### config.mk
export PLATFORM = sky130hd
export DESIGN_NAME = wrapper_sha256_job_ctrl
export DESIGN_NICKNAME = d
export VERILOG_FILES = /design/src/rtl/wrapper_sha256_job_ctrl.sv
export SDC_FILE = /design/constraint.sdc
export NUM_CORES = 1
export LEC_CHECK = 0
export ABC_AREA = 1
export CAP_MARGIN = 20
export CORE_ASPECT_RATIO = 1.1
export CORE_MARGIN = 1.5
export CORE_UTILIZATION = 35
export CTS_BUF_LIST = sky130_fd_sc_hd__clkbuf_4
export CTS_CLUSTER_DIAMETER = 30
export DETAILED_ROUTE_END_ITERATION = 12
export PLACE_DENSITY = 0.68
export SYNTH_ARGS = -nofsm -noshare
export SYNTH_HDL_FRONTEND = slang
export SYNTH_SLANG_ARGS = --single-unit
### constraint.sdc
create_clock -name HCLK -period 2 [get_ports HCLK]
set_input_delay 0.3 -clock HCLK [delete_from_list [all_inputs] [get_ports HCLK]]
set_output_delay 0.3 -clock HCLK [all_outputs]
set_load 0.01 [all_outputs]
### src/rtl/wrapper_sha256_job_ctrl.sv
// ---------------------------------------------------------------------------
// wrapper_sha256_job_ctrl
//
// Purpose:
//   Per-message sequencer that sits between the AHB packet constructor and
//   the sha256_stream engine. A job descriptor gives the padded message
//   length in bits. The controller converts that length into a 512-bit block
//   count and passes exactly that many blocks through to the engine. It
//   forces the engine's last flag on the final block, then waits for the
//   digest. When the digest arrives it raises a one-cycle done pulse and
//   counts the completed job. It also drives the DMA input and output
//   request lines.
//
// Ports:
//   HCLK, HRESETn        clock, asynchronous active-low reset
//   cfg_size/valid/ready job descriptor handshake (message length in bits)
//   src_valid/last/ready block stream from the packet constructor
//   eng_valid/last/ready block stream to the sha256 engine
//   digest_valid         single-cycle pulse: final digest produced
//   out_fifo_level       output FIFO occupancy
//   ctrl_abort           soft abort of the current job
//   err_clear            clears the sticky error flags
//   in_data_req          DMA input request (registered)
//   out_data_req         DMA output request (registered)
//   busy, done_pulse     job status
//   jobs_done            completed-job counter, wraps
//   err_last_mismatch    sticky: src_last disagreed with the block count
//   err_spurious_digest  sticky: digest_valid seen while idle
// ---------------------------------------------------------------------------
module wrapper_sha256_job_ctrl #(
    parameter int CFGSIZEWIDTH = 64,
    parameter int FIFOLVLWIDTH = 3,
    parameter int OUTREQTHRESH = 1,
    parameter int JOBCNTWIDTH  = 16
) (
    input  logic                    HCLK,
    input  logic                    HRESETn,
    input  logic [CFGSIZEWIDTH-1:0] cfg_size,
    input  logic                    cfg_valid,
    output logic                    cfg_ready,
    input  logic                    src_valid,
    input  logic                    src_last,
    output logic                    src_ready,
    output logic                    eng_valid,
    output logic                    eng_last,
    input  logic                    eng_ready,
    input  logic                    digest_valid,
    input  logic [FIFOLVLWIDTH-1:0] out_fifo_level,
    input  logic                    ctrl_abort,
    input  logic                    err_clear,
    output logic                    in_data_req,
    output logic                    out_data_req,
    output logic                    busy,
    output logic                    done_pulse,
    output logic [JOBCNTWIDTH-1:0]  jobs_done,
    output logic                    err_last_mismatch,
    output logic                    err_spurious_digest
);

    // The counter is one bit wider than cfg_size[MSB:9], so rounding up to a
    // whole block can never overflow it.
    localparam int REMW = CFGSIZEWIDTH - 8;

    typedef enum logic [1:0] {
        ST_IDLE,
        ST_STREAM,
        ST_WAIT_DIGEST,
        ST_DONE
    } state_t;

    state_t                  state_q, state_d;
    logic [REMW-1:0]         remaining_q, remaining_d;
    logic [JOBCNTWIDTH-1:0]  jobs_done_q, jobs_done_d;
    logic                    err_last_q, err_last_d;
    logic                    err_spur_q, err_spur_d;
    logic                    in_req_q, in_req_d;
    logic                    out_req_q, out_req_d;

    logic [REMW-1:0]         blocks_raw;
    logic [REMW-1:0]         blocks;
    logic                    handshake;
    logic                    rem_is_one;
    logic                    set_last_err;
    logic                    set_spur_err;

    // Ceiling of size/512. A zero-length message still hashes one
    // (padding-only) block.
    assign blocks_raw = {1'b0, cfg_size[CFGSIZEWIDTH-1:9]}
                      + {{(REMW-1){1'b0}}, |cfg_size[8:0]};
    assign blocks     = (blocks_raw == '0) ? {{(REMW-1){1'b0}}, 1'b1} : blocks_raw;

    assign handshake  = src_valid & eng_ready;
    assign rem_is_one = (remaining_q == {{(REMW-1){1'b0}}, 1'b1});

    always_comb begin
        state_d      = state_q;
        remaining_d  = remaining_q;
        jobs_done_d  = jobs_done_q;
        set_last_err = 1'b0;
        set_spur_err = 1'b0;
        cfg_ready    = 1'b0;
        src_ready    = 1'b0;
        eng_valid    = 1'b0;
        eng_last     = 1'b0;
        busy         = 1'b0;
        done_pulse   = 1'b0;

        case (state_q)
            ST_IDLE: begin
                cfg_ready = 1'b1;
                if (digest_valid) begin
                    set_spur_err = 1'b1;
                end
                if (cfg_valid) begin
                    remaining_d = blocks;
                    state_d     = ST_STREAM;
                end
            end

            ST_STREAM: begin
                busy      = 1'b1;
                eng_valid = src_valid;
                src_ready = eng_ready;
                // The count is authoritative: src_last is only checked.
                eng_last  = rem_is_one;
                if (handshake) begin
                    remaining_d = remaining_q - 1'b1;
                    if (src_last != rem_is_one) begin
                        set_last_err = 1'b1;
                    end
                    if (rem_is_one) begin
                        state_d = digest_valid ? ST_DONE : ST_WAIT_DIGEST;
                    end
                end
                // Abort overrides; a handshake in this cycle has already
                // been delivered to the engine.
                if (ctrl_abort) begin
                    remaining_d = '0;
                    state_d     = ST_IDLE;
                end
            end

            ST_WAIT_DIGEST: begin
                busy = 1'b1;
                if (digest_valid) begin
                    state_d = ST_DONE;
                end
                if (ctrl_abort) begin
                    remaining_d = '0;
                    state_d     = ST_IDLE;
                end
            end

            ST_DONE: begin
                busy        = 1'b1;
                done_pulse  = 1'b1;
                jobs_done_d = jobs_done_q + 1'b1;
                state_d     = ST_IDLE;
            end

            default: begin
                state_d = ST_IDLE;
            end
        endcase

        // A set event in the same cycle takes priority over a clear.
        err_last_d = set_last_err | (err_last_q & ~err_clear);
        err_spur_d = set_spur_err | (err_spur_q & ~err_clear);

        in_req_d  = (state_q == ST_STREAM) & ~src_valid & (remaining_q != '0);
        out_req_d = (out_fifo_level >= FIFOLVLWIDTH'(OUTREQTHRESH));
    end

    always_ff @(posedge HCLK or negedge HRESETn) begin
        if (!HRESETn) begin
            state_q     <= ST_IDLE;
            remaining_q <= '0;
            jobs_done_q <= '0;
            err_last_q  <= 1'b0;
            err_spur_q  <= 1'b0;
            in_req_q    <= 1'b0;
            out_req_q   <= 1'b0;
        end else begin
            state_q     <= state_d;
            remaining_q <= remaining_d;
            jobs_done_q <= jobs_done_d;
            err_last_q  <= err_last_d;
            err_spur_q  <= err_spur_d;
            in_req_q    <= in_req_d;
            out_req_q   <= out_req_d;
        end
    end

    assign in_data_req         = in_req_q;
    assign out_data_req        = out_req_q;
    assign jobs_done           = jobs_done_q;
    assign err_last_mismatch   = err_last_q;
    assign err_spurious_digest = err_spur_q;

endmodule

# Word level (Yosys, flattened, before mapping)
# Index checks and enable logic that the tools add are counted.
# totals
register_bits	78
input_bits	76
out_inout_bits	26
wordCells	63
# op_classes
add_sub_neg	3
order_cmp	1
eq_ne	10
n_mux	25
bitwise	9
n_reduce_logical	8
# op_table
cell	count
56-bit two-way mux	5
56-bit one-hot mux with 3 select lines	1
55-bit by 1-bit adder with 56-bit output	1
56-bit by 1-bit == test with 1-bit output, second input constant	1
56-bit zero test	1
56-bit nonzero test	1
56-bit by 1-bit subtractor with 56-bit output, second input constant	1
16-bit by 1-bit adder with 16-bit output, second input constant	1
1-bit two-way mux	12
2-bit two-way mux	6
3-bit inequality test, second input constant	3
9-bit OR reduction	1
2-bit one-hot mux with 4 select lines	1
4-bit AND reduction	2
1-bit AND	5
2-bit == test, second input constant	2
2-bit inequality test, second input constant	2
3-bit by 1-bit >= comparator with 1-bit output, second input constant	1
3-bit nonzero test	1
3-bit OR reduction	1
2-bit by 1-bit == test with 1-bit output, second input constant	1
2-bit zero test	1
1-bit NOT	2
1-bit OR	2
1-bit inequality test	1

# Longest topological paths before layout
# depth
depth_word	6
ltp_mapped	20
ltp_nobuf	20

# Worst setup path after synthesis
# Ideal clock, no wire load.
# synth_path
kind	input to register
start	input port cfg_size[3]
end	register remaining_q[0]
setup_time_ns	0.073
t_arrival_ns	2.150
t_required_ns	1.927
slack_ns	-0.223
path_stages	19
n_path_buf	0
cell_sequence	nor4_1 -> nand3_1 -> ha_1 -> ha_1 -> nand2_2 -> nor2_4 -> nand2_4 -> nor2_1 -> nand2_1 -> nand2_1 -> nand2_1 -> nand3_1 -> nor2_1 -> nand3_1 -> nor2_1 -> nand3_1 -> nand2_1 -> nand2_1 -> a21oi_2
# synth_via
elab_chain_len	6
# synth_lines
item	line_no	rtl
from (decl)	38	input logic [CFGSIZEWIDTH-1:0] cfg_size,
9-bit OR reduction *	89	+ {{(REMW-1){1'b0}}, |cfg_size[8:0]};
55-bit by 1-bit adder with 56-bit output *	89	
56-bit zero test	90	assign blocks = (blocks_raw == '0) ? {{(REMW-1){1'b0}}, 1'b1} : blocks_raw;
56-bit two-way mux *	90	
56-bit two-way mux *	114	if (cfg_valid) begin
56-bit one-hot mux with 3 select lines *	108	case (state_q)
to (signal assigned)	185	remaining_q <= remaining_d;
to (decl)	72	logic [REMW-1:0] remaining_q, remaining_d;
# Every way passes the cells marked *; elsewhere a longest branch is shown, timed or not. The select of a mux whose other input is x is not followed.
# A chain may end at the register's enable or synchronous reset.

# Final worst setup path
# layout_path
start	register remaining_q[51]
end	output port eng_last
# layout_via
elab_chain_len	2
# layout_lines
item	line_no	rtl
56-bit by 1-bit == test with 1-bit output	93	assign rem_is_one = (remaining_q == {{(REMW-1){1'b0}}, 1'b1});
1-bit two-way mux	108	
to (decl)	45	output logic eng_last,
# Every way passes these cells.

==> summary.md <==
| Metric | Value |
|---|---|
| Flops & latches, synth | `78` |
| Clock share of power | `7.9%` |
| Rows | `55` |
| Layout area overhead | `79.5%` |
| I/O Pins | `102` |
| Top-count cell post-synth | `nand2_1` |
| Clock Pin Slew Worst Setup and Hold Paths | `160 ps` |
| Type of origin of the critical path | `flop` |
| Root Buffer | `clkbuf_4` |
| DRC Markers | `0` |
| Leakage power total | `0.00640 uW` |
| Share of cells above drive strength 1 | `38.4%` |
| Dpl cells | `1940` |
| Latest clock arrival within the worst-skew pair | `470 ps` |
| Chip width | `141 um` |
| Final worst-path cycle share | `128%` |
| Area leader, netlist | `dfrtp_1` |
| Routed Antenna Nets | `0` |
| Max H-tree Level | `3` |
| Worst setup path start | `remaining_q[51]` |
| Initial antenna violation count | `1` |
| Synthesized cell area | `0.00733 mm2` |
| RR Startpoint | `remaining_q[9]` |
| Pre-Repair DR Iteration Count | `8` |
| Maximum fanout along the worst path | `2` |
| Max Clk Rate | `0.391 GHz` |
| GPL Wtd Cong | `1.06` |
| Vias in the first global route | `9741` |
| Failing checks | `negative setup slack` |
| Die area | `0.0218 mm2` |
| Share of the synthesized area in the top cell type | `26.6%` |
| CTS Buf Count | `9` |
| Worst VDD drop | `0.764 mV` |
| Worst-Margin Slew | `473 ps` |
| Cell count after synthesis | `1235` |
| Yosys warnings | `0` |
| CTS tree | `built` |
| Die Height | `155 um` |
| Clk_skew | `25.1 ps` |
| PwrDens | `921 mW/mm2` |
| Sw Ratio | `46.7%` |
| MaxCap Viol Count | `0` |
| Comb pwr share | `70.1%` |
| Pins Over Slew Limit | `0` |
| Syn_area_per_cell | `5.94 um2` |
| Int Pwr | `6450 uW` |
| Vias per std cell | `5.14` |
| First-pass GRT wire length | `46000 um` |
| Post-Layout Cell Count | `2032` |
| Final hold violations | `0` |
| Status | `finished with violations` |
| Initial DRC count | `693` |
| RSZ-0062 raised after global routing | `yes` |
| Final WL | `30900 um` |
| Crit end category | `output pin` |
| Hold Slack | `194 ps` |
| Initial Util | `35.6%` |
| Tot Pwr | `12100 uW` |
| Buffers on Ports | `101` |
| DP Area | `0.0115 mm2` |
| Min Tclk post-route | `2560 ps` |
| Post-route cell area | `0.0132 mm2` |
| Gr usage total | `26.1%` |
| FFs w/ async S/R, synth | `100%` |
| Worst slew margin | `68.4%` |
| HP Class | `input port to asynchronous set/reset pin` |
| Worst endpoint data arrival time | `2260 ps` |
| FILL cells | `1722` |
| Layout Utilization | `63.9%` |
| Sequential fraction of the synthesis area | `26.6%` |
| WP data required | `1700 ps` |
| Distinct cells, synth | `40` |
| EDFF count, synth | `0` |
| GRT overflow | `0` |
| Vias | `10400` |
| Post-route setup slack | `-555 ps` |
| Post-synth top flop | `dfrtp_1` |
| Synth Net Count | `1322` |
| Reg power frac | `22.0%` |
| Sink Count | `78` |
| CTS max path bufs | `2` |
| HPWL Detailed | `21800 um` |
| Final setup vio count | `43` |
| Routed WL per cell | `15.2 um` |
| Area of the core region | `0.0206 mm2` |
| NetSw | `5660 uW` |
| Top post-synthesis cells by area | `dfrtp_1, nand2_1, nor2_1` |
| Largest net degree at the start of global routing | `42` |
| R2R setup slack | `-340 ps` |
| CP Class | `flop to output pin` |
| Post-synth top cells | `nand2_1, nor2_1, inv_1` |
| Nets | `1857` |
[power groups by stage]
| stage | clock network, uW | logic, uW | registers [uW] |
|---|---|---|---|
| 6_report | 951 | 8500 | 2670 |
| 5_1_grt | 1030 | 9120 | 2730 |
| 4_1_cts | 969 | 7370 | 2610 |
| 3_5_place_dp | 0 | 6750 | 2620 |
| 3_3_place_gp | 0 | 6590 | 2600 |
| 2_1_floorplan | 0 | 3150 | 2790 |
[cell type report]
cell class,instances,area [um2],area share (%)
tap,256,320,2.43
inverter,153,593,4.51
clock buffer,9,67.6,0.514
timing repair buffer,546,4610,35.1
sequential,78,1950,14.8
antenna,1,2.50,0.0190
clock inverter,7,57.6,0.437
multi-input combinational,982,5550,42.2
[routing by layer]
metal	vias to the layer above	share of wire, %	global-route usage [%]
met5	-	0	0
met4	0	4.8	12.5
met3	108	6.1	2.29
met2	471	47	44.8
met1	4795	42	33.0
li1	5062	-	-
[flip-flops by register name, indices dropped and copies added (netlist names)]
register and cells:
remaining_q 56, jobs_done 16, state_q 2, err_last_mismatch 1, err_spurious_digest 1, in_data_req 1, out_data_req 1
[critical path: stages, from the launching register on]
cell and delay [ps]:
dfrtp_1 420, nor2_2 150, inv_2 70, nor4_4 260, nand4_1 220, nor2_1 140, buf_4 140, nand4_1 120
nor2_1 120, buf_2 140
[final timing paths]
kind,end,depth (start not counted)
setup / recovery,eng_last,9
hold / removal,remaining_q[2],2
setup reg to reg,remaining_q[47],14
hold reg to reg,jobs_done[15],1
max in group asynchronous,remaining_q[50],3
min in group HCLK,err_last_mismatch,2
[cell usage in the layout (no fill, tap or decap), drive strengths merged, types with 3 or more instances in the layout]
master | synthesis | layout
nand3b | 17 | 17
buf | 3 | 454
a22oi | 3 | 3
o21bai | 3 | 3
nand4 | 28 | 28
or2 | 7 | 7
nor3 | 27 | 27
nor2 | 275 | 275
nand2 | 333 | 333
ha | 11 | 11
clkinv | 1 | 3
dlygate4sd2 | 0 | 12
o21ai | 71 | 71
inv | 152 | 155
nor4 | 5 | 5
a31oi | 25 | 25
clkdlybuf4s50 | 0 | 67
dfrtp | 78 | 78
xnor2 | 15 | 15
clkbuf | 19 | 11
nand3 | 73 | 73
xor2 | 14 | 14
dlymetal6s2s | 0 | 8
a21oi | 65 | 65
[per-stage QoR]
step           setup slack, ps  setup TNS (ps)
2_1_floorplan             -106            -115
3_3_place_gp              -984          -27580
3_5_place_dp             -1020          -30330
4_1_cts                   -656           -3170
5_1_grt                   -712          -12310
6_report                  -555           -7900
[cell families after synthesis]
family / count (synthesis) / synth area share [%]
AOI/OAI and AO/OA: 175 / 12.9
xor gates and xnor gates: 29 / 3.46
adders and majority gates: 11 / 1.88
buffers and inverters: 175 / 9.10
DFF: 78 / 26.6
and+or+nand+nor: 767 / 46.0
[what timing repair did]
action | in CTS | in global routing
gates resized for setup | 195 | 163
hold buffers | 1 | 0
pin swaps | 81 | 94
buffers inserted | 50 | 39
setup endpoints to repair | 50 | 64
cloned | 0 | 3
hold endpoints to repair | 65 | 0
Note: power is estimated with default switching activity, not from simulation.
